[src/rtl/combi_encoder.sv]
// ============================================================================
// Module   : combi_encoder
// Brief    : Encodes abstract op requests into 32-bit ARM or RISC-V words;
//            LI expands into 2 (RISC-V) or 5 (ARM) words.
//            Optional macro COMBI_ENC_COND_EN adds the in_cond port (ARM cond).
// Revision : 1.0 - initial release
// ============================================================================
`default_nettype none

module combi_encoder #(
  parameter int CNT_W = 16
) (
  input  logic             clk,
  input  logic             reset,
  input  logic             in_valid,
  output logic             in_ready,
  input  logic             in_arm,
  input  logic [3:0]       in_op,
  input  logic [4:0]       in_rd,
  input  logic [4:0]       in_rs1,
  input  logic [4:0]       in_rs2,
  input  logic [31:0]      in_imm,
`ifdef COMBI_ENC_COND_EN
  input  logic [3:0]       in_cond,
`endif
  output logic             out_valid,
  input  logic             out_ready,
  output logic [31:0]      out_data,
  output logic             out_last,
  output logic             illegal,
  output logic [CNT_W-1:0] words_emitted
);

  localparam logic [3:0] c_OP_ADD  = 4'd0;
  localparam logic [3:0] c_OP_SUB  = 4'd1;
  localparam logic [3:0] c_OP_AND  = 4'd2;
  localparam logic [3:0] c_OP_ORR  = 4'd3;
  localparam logic [3:0] c_OP_ADDI = 4'd4;
  localparam logic [3:0] c_OP_LW   = 4'd5;
  localparam logic [3:0] c_OP_SW   = 4'd6;
  localparam logic [3:0] c_OP_LI   = 4'd7;

  typedef enum logic [0:0] {S_IDLE = 1'b0, S_EXPAND = 1'b1} state_t;

  state_t            state_q, state_d;
  logic [2:0]        idx_q, idx_d;
  logic              arm_q, arm_d;
  logic [4:0]        rd_q, rd_d;
  logic [31:0]       imm_q, imm_d;
  logic [31:0]       out_data_q, out_data_d;
  logic              out_valid_q, out_valid_d;
  logic              out_last_q, out_last_d;
  logic              illegal_q, illegal_d;
  logic [CNT_W-1:0]  cnt_q, cnt_d;

  logic [3:0]        w_cond_in;
  logic [3:0]        w_exp_cond;
  logic              w_xfer;
  logic              w_accept;
  logic [31:0]       w_single_word;
  logic [3:0]        w_cmd;
  logic [2:0]        w_f3;
  logic [6:0]        w_f7;

`ifdef COMBI_ENC_COND_EN
  logic [3:0] cond_q, cond_d;
  assign w_cond_in  = in_cond;
  assign w_exp_cond = cond_q;
`else
  assign w_cond_in  = 4'hE;
  assign w_exp_cond = 4'hE;
`endif

  // Word idx of the LI expansion; RISC-V uses idx 0..1, ARM idx 0..4.
  function automatic logic [31:0] li_word(input logic arm, input logic [3:0] cond,
                                          input logic [4:0] rd, input logic [31:0] imm,
                                          input logic [2:0] idx);
    logic [19:0] hi;
    logic [31:0] word;
    hi = imm[31:12] + {19'd0, imm[11]};
    if (!arm) begin
      word = (idx == 3'd0) ? {hi, rd, 7'b0110111}
                           : {imm[11:0], rd, 3'b000, rd, 7'b0010011};
    end else begin
      case (idx)
        3'd0:    word = {cond, 3'b001, 4'b0000, 1'b0, rd[3:0], rd[3:0], 4'h0, 8'h00};
        3'd1:    word = {cond, 3'b001, 4'b1100, 1'b0, rd[3:0], rd[3:0], 4'h0, imm[7:0]};
        3'd2:    word = {cond, 3'b001, 4'b1100, 1'b0, rd[3:0], rd[3:0], 4'hC, imm[15:8]};
        3'd3:    word = {cond, 3'b001, 4'b1100, 1'b0, rd[3:0], rd[3:0], 4'h8, imm[23:16]};
        default: word = {cond, 3'b001, 4'b1100, 1'b0, rd[3:0], rd[3:0], 4'h4, imm[31:24]};
      endcase
    end
    return word;
  endfunction

  assign w_xfer   = out_valid_q & out_ready;
  assign in_ready = (state_q == S_IDLE) & (~out_valid_q | out_ready);
  assign w_accept = in_valid & in_ready;

  always_comb begin
    w_cmd = 4'b0100;
    w_f3  = 3'b000;
    w_f7  = 7'b0000000;
    case (in_op)
      c_OP_SUB: begin w_cmd = 4'b0010; w_f7 = 7'b0100000; end
      c_OP_AND: begin w_cmd = 4'b0000; w_f3 = 3'b111; end
      c_OP_ORR: begin w_cmd = 4'b1100; w_f3 = 3'b110; end
      default:  ;
    endcase
  end

  always_comb begin
    w_single_word = 32'h0;
    case (in_op)
      c_OP_ADD, c_OP_SUB, c_OP_AND, c_OP_ORR:
        w_single_word = in_arm
          ? {w_cond_in, 3'b000, w_cmd, 1'b0, in_rs1[3:0], in_rd[3:0], 8'h00, in_rs2[3:0]}
          : {w_f7, in_rs2, in_rs1, w_f3, in_rd, 7'b0110011};
      c_OP_ADDI:
        w_single_word = in_arm
          ? {w_cond_in, 3'b001, 4'b0100, 1'b0, in_rs1[3:0], in_rd[3:0], 4'h0, in_imm[7:0]}
          : {in_imm[11:0], in_rs1, 3'b000, in_rd, 7'b0010011};
      c_OP_LW:
        w_single_word = in_arm
          ? {w_cond_in, 8'b0101_1001, in_rs1[3:0], in_rd[3:0], in_imm[11:0]}
          : {in_imm[11:0], in_rs1, 3'b010, in_rd, 7'b0000011};
      c_OP_SW:
        w_single_word = in_arm
          ? {w_cond_in, 8'b0101_1000, in_rs1[3:0], in_rs2[3:0], in_imm[11:0]}
          : {in_imm[11:5], in_rs2, in_rs1, 3'b010, in_imm[4:0], 7'b0100011};
      default: ;
    endcase
  end

  always_comb begin
    state_d     = state_q;
    idx_d       = idx_q;
    arm_d       = arm_q;
    rd_d        = rd_q;
    imm_d       = imm_q;
`ifdef COMBI_ENC_COND_EN
    cond_d      = cond_q;
`endif
    out_data_d  = out_data_q;
    out_valid_d = out_valid_q & ~w_xfer;
    out_last_d  = out_last_q;
    illegal_d   = 1'b0;
    cnt_d       = cnt_q + {{(CNT_W-1){1'b0}}, w_xfer};
    case (state_q)
      S_IDLE: begin
        if (w_accept) begin
          arm_d = in_arm;
          rd_d  = in_rd;
          imm_d = in_imm;
`ifdef COMBI_ENC_COND_EN
          cond_d = in_cond;
`endif
          if (in_op == c_OP_LI) begin
            out_data_d  = li_word(in_arm, w_cond_in, in_rd, in_imm, 3'd0);
            out_valid_d = 1'b1;
            out_last_d  = 1'b0;
            idx_d       = 3'd1;
            state_d     = S_EXPAND;
          end else if (in_op > c_OP_LI) begin
            illegal_d = 1'b1;
          end else begin
            out_data_d  = w_single_word;
            out_valid_d = 1'b1;
            out_last_d  = 1'b1;
          end
        end
      end
      S_EXPAND: begin
        if (w_xfer) begin
          out_data_d  = li_word(arm_q, w_exp_cond, rd_q, imm_q, idx_q);
          out_valid_d = 1'b1;
          out_last_d  = (idx_q == (arm_q ? 3'd4 : 3'd1));
          idx_d       = idx_q + 3'd1;
          if (out_last_d) state_d = S_IDLE;
        end
      end
      default: state_d = S_IDLE;
    endcase
  end

  always_ff @(posedge clk or posedge reset) begin
    if (reset) begin
      state_q     <= S_IDLE;
      idx_q       <= 3'd0;
      arm_q       <= 1'b0;
      rd_q        <= 5'd0;
      imm_q       <= 32'h0;
`ifdef COMBI_ENC_COND_EN
      cond_q      <= 4'hE;
`endif
      out_data_q  <= 32'h0;
      out_valid_q <= 1'b0;
      out_last_q  <= 1'b0;
      illegal_q   <= 1'b0;
      cnt_q       <= '0;
    end else begin
      state_q     <= state_d;
      idx_q       <= idx_d;
      arm_q       <= arm_d;
      rd_q        <= rd_d;
      imm_q       <= imm_d;
`ifdef COMBI_ENC_COND_EN
      cond_q      <= cond_d;
`endif
      out_data_q  <= out_data_d;
      out_valid_q <= out_valid_d;
      out_last_q  <= out_last_d;
      illegal_q   <= illegal_d;
      cnt_q       <= cnt_d;
    end
  end

  assign out_data      = out_data_q;
  assign out_valid     = out_valid_q;
  assign out_last      = out_last_q;
  assign illegal       = illegal_q;
  assign words_emitted = cnt_q;

endmodule

`default_nettype wire

[config.mk]
export PLATFORM = sky130hd
export DESIGN_NAME = combi_encoder
export DESIGN_NICKNAME = d
export VERILOG_FILES = /design/src/rtl/combi_encoder.sv
export SDC_FILE = /design/constraint.sdc
export NUM_CORES = 1
export LEC_CHECK = 0
export CAP_MARGIN = 40
export CELL_PAD_IN_SITES_DETAIL_PLACEMENT = 2
export CELL_PAD_IN_SITES_GLOBAL_PLACEMENT = 2
export CORE_MARGIN = 3
export CORE_UTILIZATION = 35
export DETAILED_ROUTE_END_ITERATION = 8
export GPL_TIMING_DRIVEN = 0
export PLACE_DENSITY = 0.95
export SLEW_MARGIN = 20
export SYNTH_ARGS = -nofsm -noshare
export SYNTH_HDL_FRONTEND = slang
export SYNTH_SLANG_ARGS = --single-unit
[constraint.sdc]
create_clock -name clk -period 7.4 [get_ports clk]
set_clock_uncertainty 0.2 [all_clocks]
set_input_delay 1.11 -clock clk [delete_from_list [all_inputs] [get_ports clk]]
set_output_delay 1.11 -clock clk [all_outputs]
set_load 0.03 [all_outputs]
Word level (Yosys, flattened, before mapping)

Index checks and enable logic that the tools add are counted.

Output and inout port bits: 52
Word-level logic and storage cells: 85
Bits of input ports: 56
Register bits after elaboration: 93

Bitwise gates (word level): 8
$lt $le $gt $ge: 1
Muxes and demuxes: 41
Add/subtract/negate cells: 4
Reductions and logical operators: 6
Equal/unequal tests: 15

Operator list:

| cell                                                           | count |
|---|---|
| 2-to-1 mux 32 bit                                              | 11 |
| one-hot mux 32 bit (4 select lines)                            | 1 |
| one-hot mux 25 bit (4 select lines)                            | 1 |
| one-hot mux 32 bit (2 select lines)                            | 1 |
| adder 20 x 1 -> 20 bit                                         | 2 |
| adder 16 x 1 -> 16 bit                                         | 1 |
| equality test 4 x 3 -> 1 bit (second input constant)           | 4 |
| 2-to-1 mux 1 bit                                               | 16 |
| 2-to-1 mux 3 bit                                               | 4 |
| one-hot mux 3 bit (2 select lines)                             | 2 |
| one-hot mux 4 bit (3 select lines)                             | 1 |
| equality test 4 x 2 -> 1 bit (second input constant)           | 2 |
| equality test 3 x 2 -> 1 bit (second input constant)           | 2 |
| 2-to-1 mux 6 bit                                               | 1 |
| one-hot mux 1 bit (2 select lines)                             | 3 |
| AND reduction 3 bit                                            | 2 |
| AND 1 bit                                                      | 4 |
| equality test 4 x 1 -> 1 bit (second input constant)           | 1 |
| greater-than comparator 4 x 3 -> 1 bit (second input constant) | 1 |
| logical NOT 4 bit                                              | 1 |
| != test 2 x 1 -> 1 bit (second input constant)                 | 2 |
| OR reduction 4 bit                                             | 1 |
| adder 3 x 1 -> 3 bit (second input constant)                   | 1 |
| equality test 3 x 1 -> 1 bit (second input constant)           | 1 |
| other kinds (7)                                                | 9 |

Depth between registers and ports, before layout

Depth in word-level cells: 8
Depth in mapped cells: 10
Depth with buffers taken out: 8

Worst setup path before layout

No wires, ideal clock.

Path type: input -> output
Start point: input port out_ready
End point: output port in_ready
Stages: 2
Data arrival time: 1601 ps
Path buffers: 0
Data required time: 6090 ps
Path slack: 4489 ps
Cells stage by stage: nor2b_1 > nor2_1

Cells in the longest elaborated chain, start to end: 2

RTL lines:

| element          | RTL line | source |
|---|---|---|
| start, declared  | 27       | `input logic out_ready,` |
| bitwise OR 1 bit | 97       | `assign in_ready = (state_q == S_IDLE) & (~out_valid_q \| out_ready);` |
| AND 1 bit        | 97       |  |
| end, declared    | 16       | `output logic in_ready,` |

No other way between the ends.

Final worst setup path

Start point: register state_q
End point: output port in_ready

Cells in the longest elaborated chain, start to end: 2

RTL lines:

| element                  | RTL line | source |
|---|---|---|
| start, declared          | 45       | `state_t state_q, state_d;` |
| start signal, assigned   | 202      | `state_q <= state_d;` |
| inverter 1 bit (no line) | --       |  |
| AND 1 bit                | 97       |  |

No other way between the ends.

==> metrics.md <==
| Metric | Value |
|---|---|
| Initial antenna violation count | `1` |
| Site row count | `between 40 and 50` |
| Maximum clock rate | `247.9 MHz` |
| Num CTS Buffers | `9` |
| Area post-placement | `7378 um2` |
| Commonest non-fill, non-tap cells in the layout | `clkdlybuf4s50_1 (105), dfrtp_1 (93), nand2_1 (81)` |
| Syn_nets | `~740` |
| Crit path arrival time | `around 2.7 ns` |
| Ys flop type | `dfrtp_1` |
| Gr usage total | `between 30 and 40%` |
| Number of max-cap violations | `0` |
| Fin area | `approximately 7700 um2` |
| Placement Setup Slack | `about 3.3 ns` |
| WL per Instance | `between 20 and 30 um` |
| Synth warn | `0` |
| PostCTS Resize Cnt | `0` |
| R2r setup slk | `around 4.4 ns` |
| Hold_buf cts | `0` |
| Grt total ovfl | `0` |
| Drt total wl | `between 20000 and 30000 um` |
| Status | `completed` |
| Clk Latency, worst-skew pair | `~0.36 ns` |
| Critical path class | `reg -> out` |
| Setup violators final | `0` |
| Width of the chip | `around 140 um` |
| Global-route wire length before repair | `around 43000 um` |
| Root Buffer | `clkbuf_16` |
| Yosys reg bits | `93` |
| Library cells used by synthesis | `73` |
| CTS tree | `done` |
| IO Pins | `roughly 110` |
| CP Data Required Time | `6.09 ns` |
| Drt drc | `0` |
| DRT antenna net count | `0` |
| Layout Nets | `around 860` |
| Syn avg cell area | `approximately 9 um2` |
| DR vias | `between 6000 and 7000` |
| Commonest non-fill, non-tap cell in the layout | `clkdlybuf4s50_1` |
| CTS sink cnt | `between 90 and 100` |
| Final GP Congestion | `about 0.96` |
| Startpoint Class | `register` |
| Pleak | `between 3 and 4 nW` |
| Die ar. | `roughly 19000 um2` |
| Slew headroom | `between 40 and 50%` |
| # H-tree levels | `3` |
| Die height | `roughly 140 um` |
| Max-slew violation count | `0` |
| Drt via density | `between 6 and 7` |
| Vias in the first global route | `slightly below 7000` |
| Worst-Margin Slew | `0.8364 ns` |
| Pwr Density | `a little under 400 nW/um2` |
| Post-Synthesis Cells | `670` |
| Synth Cell Area | `roughly 6000 um2` |
| Crit end category | `output pin` |
| ANT cells | `0` |
| Max IR drop VDD | `roughly 200 uV` |
| Post-synth ARST share | `100.0%` |
| Final hold vios | `0` |
| Postcts setup bufs | `0` |
| Initial DRC Count | `between 500 and 600` |
| Fin crit share | `between 50% and 60%` |
| Number of synthesized flops with an enable pin | `0` |
| Drt pass-1 iters | `8` |
| Tmin final | `about 4.0 ns` |
| Bufs on Longest Clock Path | `2` |
| Initial Utilization | `between 30% and 40%` |
| Clock transition at the registers of the reported paths | `roughly 0.070 ns` |
| DP Wirelength | `22580 um` |
| Seq/Total Area, Yosys | `roughly two fifths` |
| Final setup margin | `about 3.4 ns` |
| Layout cells sized above 1 | `under 10%` |
| Core area | `about 17000 um2` |
| P&R area growth vs syn | `27.55%` |
| # port buffers | `~110` |
| Largest net degree at the start of global routing | `66` |
| Setup repair after global routing missed its margin | `false` |
| Largest fanout on the critical path | `10` |
| Min-delay worst type | `reg -> reg` |
| Fill count | `1817` |
| Setup TNS Final | `0 ns` |
[path summary, 6_finish.rpt]
| check | start | to | cells past startpoint |
|---|---|---|---|
| worst max-delay path | state_q | in_ready | 5 |
| worst min-delay path | out_data[16] | out_data[16] | 2 |
| min in group asynchronous | reset | out_data[7] | 2 |
| worst max register to register | idx_q[2] | out_data[2] | 8 |
| worst min register to register | out_data[16] | out_data[16] | 2 |
| max in group asynchronous | reset | out_data[21] | 3 |
[Yosys cell counts (14+ instances only)]
cell type,n,area share [%]
dfrtp_1,93,39
nand2_1,81,5.1
nor2_1,51,3.2
a21oi_1,42,3.5
mux2_1,32,6.0
nand3_1,31,2.6
xnor2_1,26,3.8
xor2_1,25,3.6
o21ai_0,24,2.0
clkbuf_1,23,1.4
o21ai_1,17,1.4
inv_1,15,0.94
buf_2,14,1.2
[flip-flops by register name (all words and copies together) (netlist names)]
register       count
arm_q              1
rd_q               5
idx_q              3
out_data          32
out_last           1
words_emitted     16
imm_q             32
out_valid          1
illegal            1
state_q            1
[per-stage QoR]
| step | cells | utilization [%] | power, mW | hold slack [ns] |
|---|---|---|---|---|
| floorplan | 670 | - | 1.806 | 0.2580 |
| global placement | 995 | 43.94 | 2.433 | 0.2647 |
| detailed placement | 997 | 44.18 | 2.520 | 0.2818 |
| CTS | 1013 | 45.92 | 3.005 | 0.2987 |
| global route | 1013 | 45.92 | 3.179 | 0.3222 |
| finish | 1013 | 45.92 | 3.023 | 0.2945 |
[report_power, final]
group / internal [mW] / switching (mW)
combinational: 0.576 / 0.991
clock: 0.237 / 0.235
sequential: 0.725 / 0.259
total: 1.54 / 1.49
[logic make-up (layout without fill, tap and decap cells)]
logic type | count (synthesis) | count (layout) | synth area share (%)
flops | 93 | 93 | 38.71
buf+inv | 59 | 182 | 4.037
compound gates | 176 | 176 | 19.65
fa+ha+maj | 11 | 11 | 2.289
simple gates | 235 | 235 | 19.56
mux | 45 | 45 | 8.325
xor+xnor | 51 | 51 | 7.430
[routing by layer]
layer	vias to the layer above	routed length, um	track usage (%)
met5	-	0	0
met4	0	879	10.31
met3	62	2113	6.581
met2	288	14270	53.62
met1	3157	11470	39.11
li1	2679	-	-
[worst max-delay path: stages, from the launching register on]
cell	delay, ns
dfrtp_1	0.34
buf_2	0.21
buf_1	0.56
clkbuf_1	0.51
nor2_1	0.13
clkdlybuf4s50_1	0.62
[cell type report]
cell class	instances	area (um2)	share of cell area, %
repair buffers	107	1086	14.16
plain buffers	43	182.7	2.382
flip-flops and latches	93	2327	30.35
well taps	220	275.3	3.589
multi-input cells	518	3442	44.88
clock inverters	7	65.06	0.8484
clock buffers	9	225.2	2.937
inverters	16	65.06	0.8484
Power figures use the tool's default switching activity.
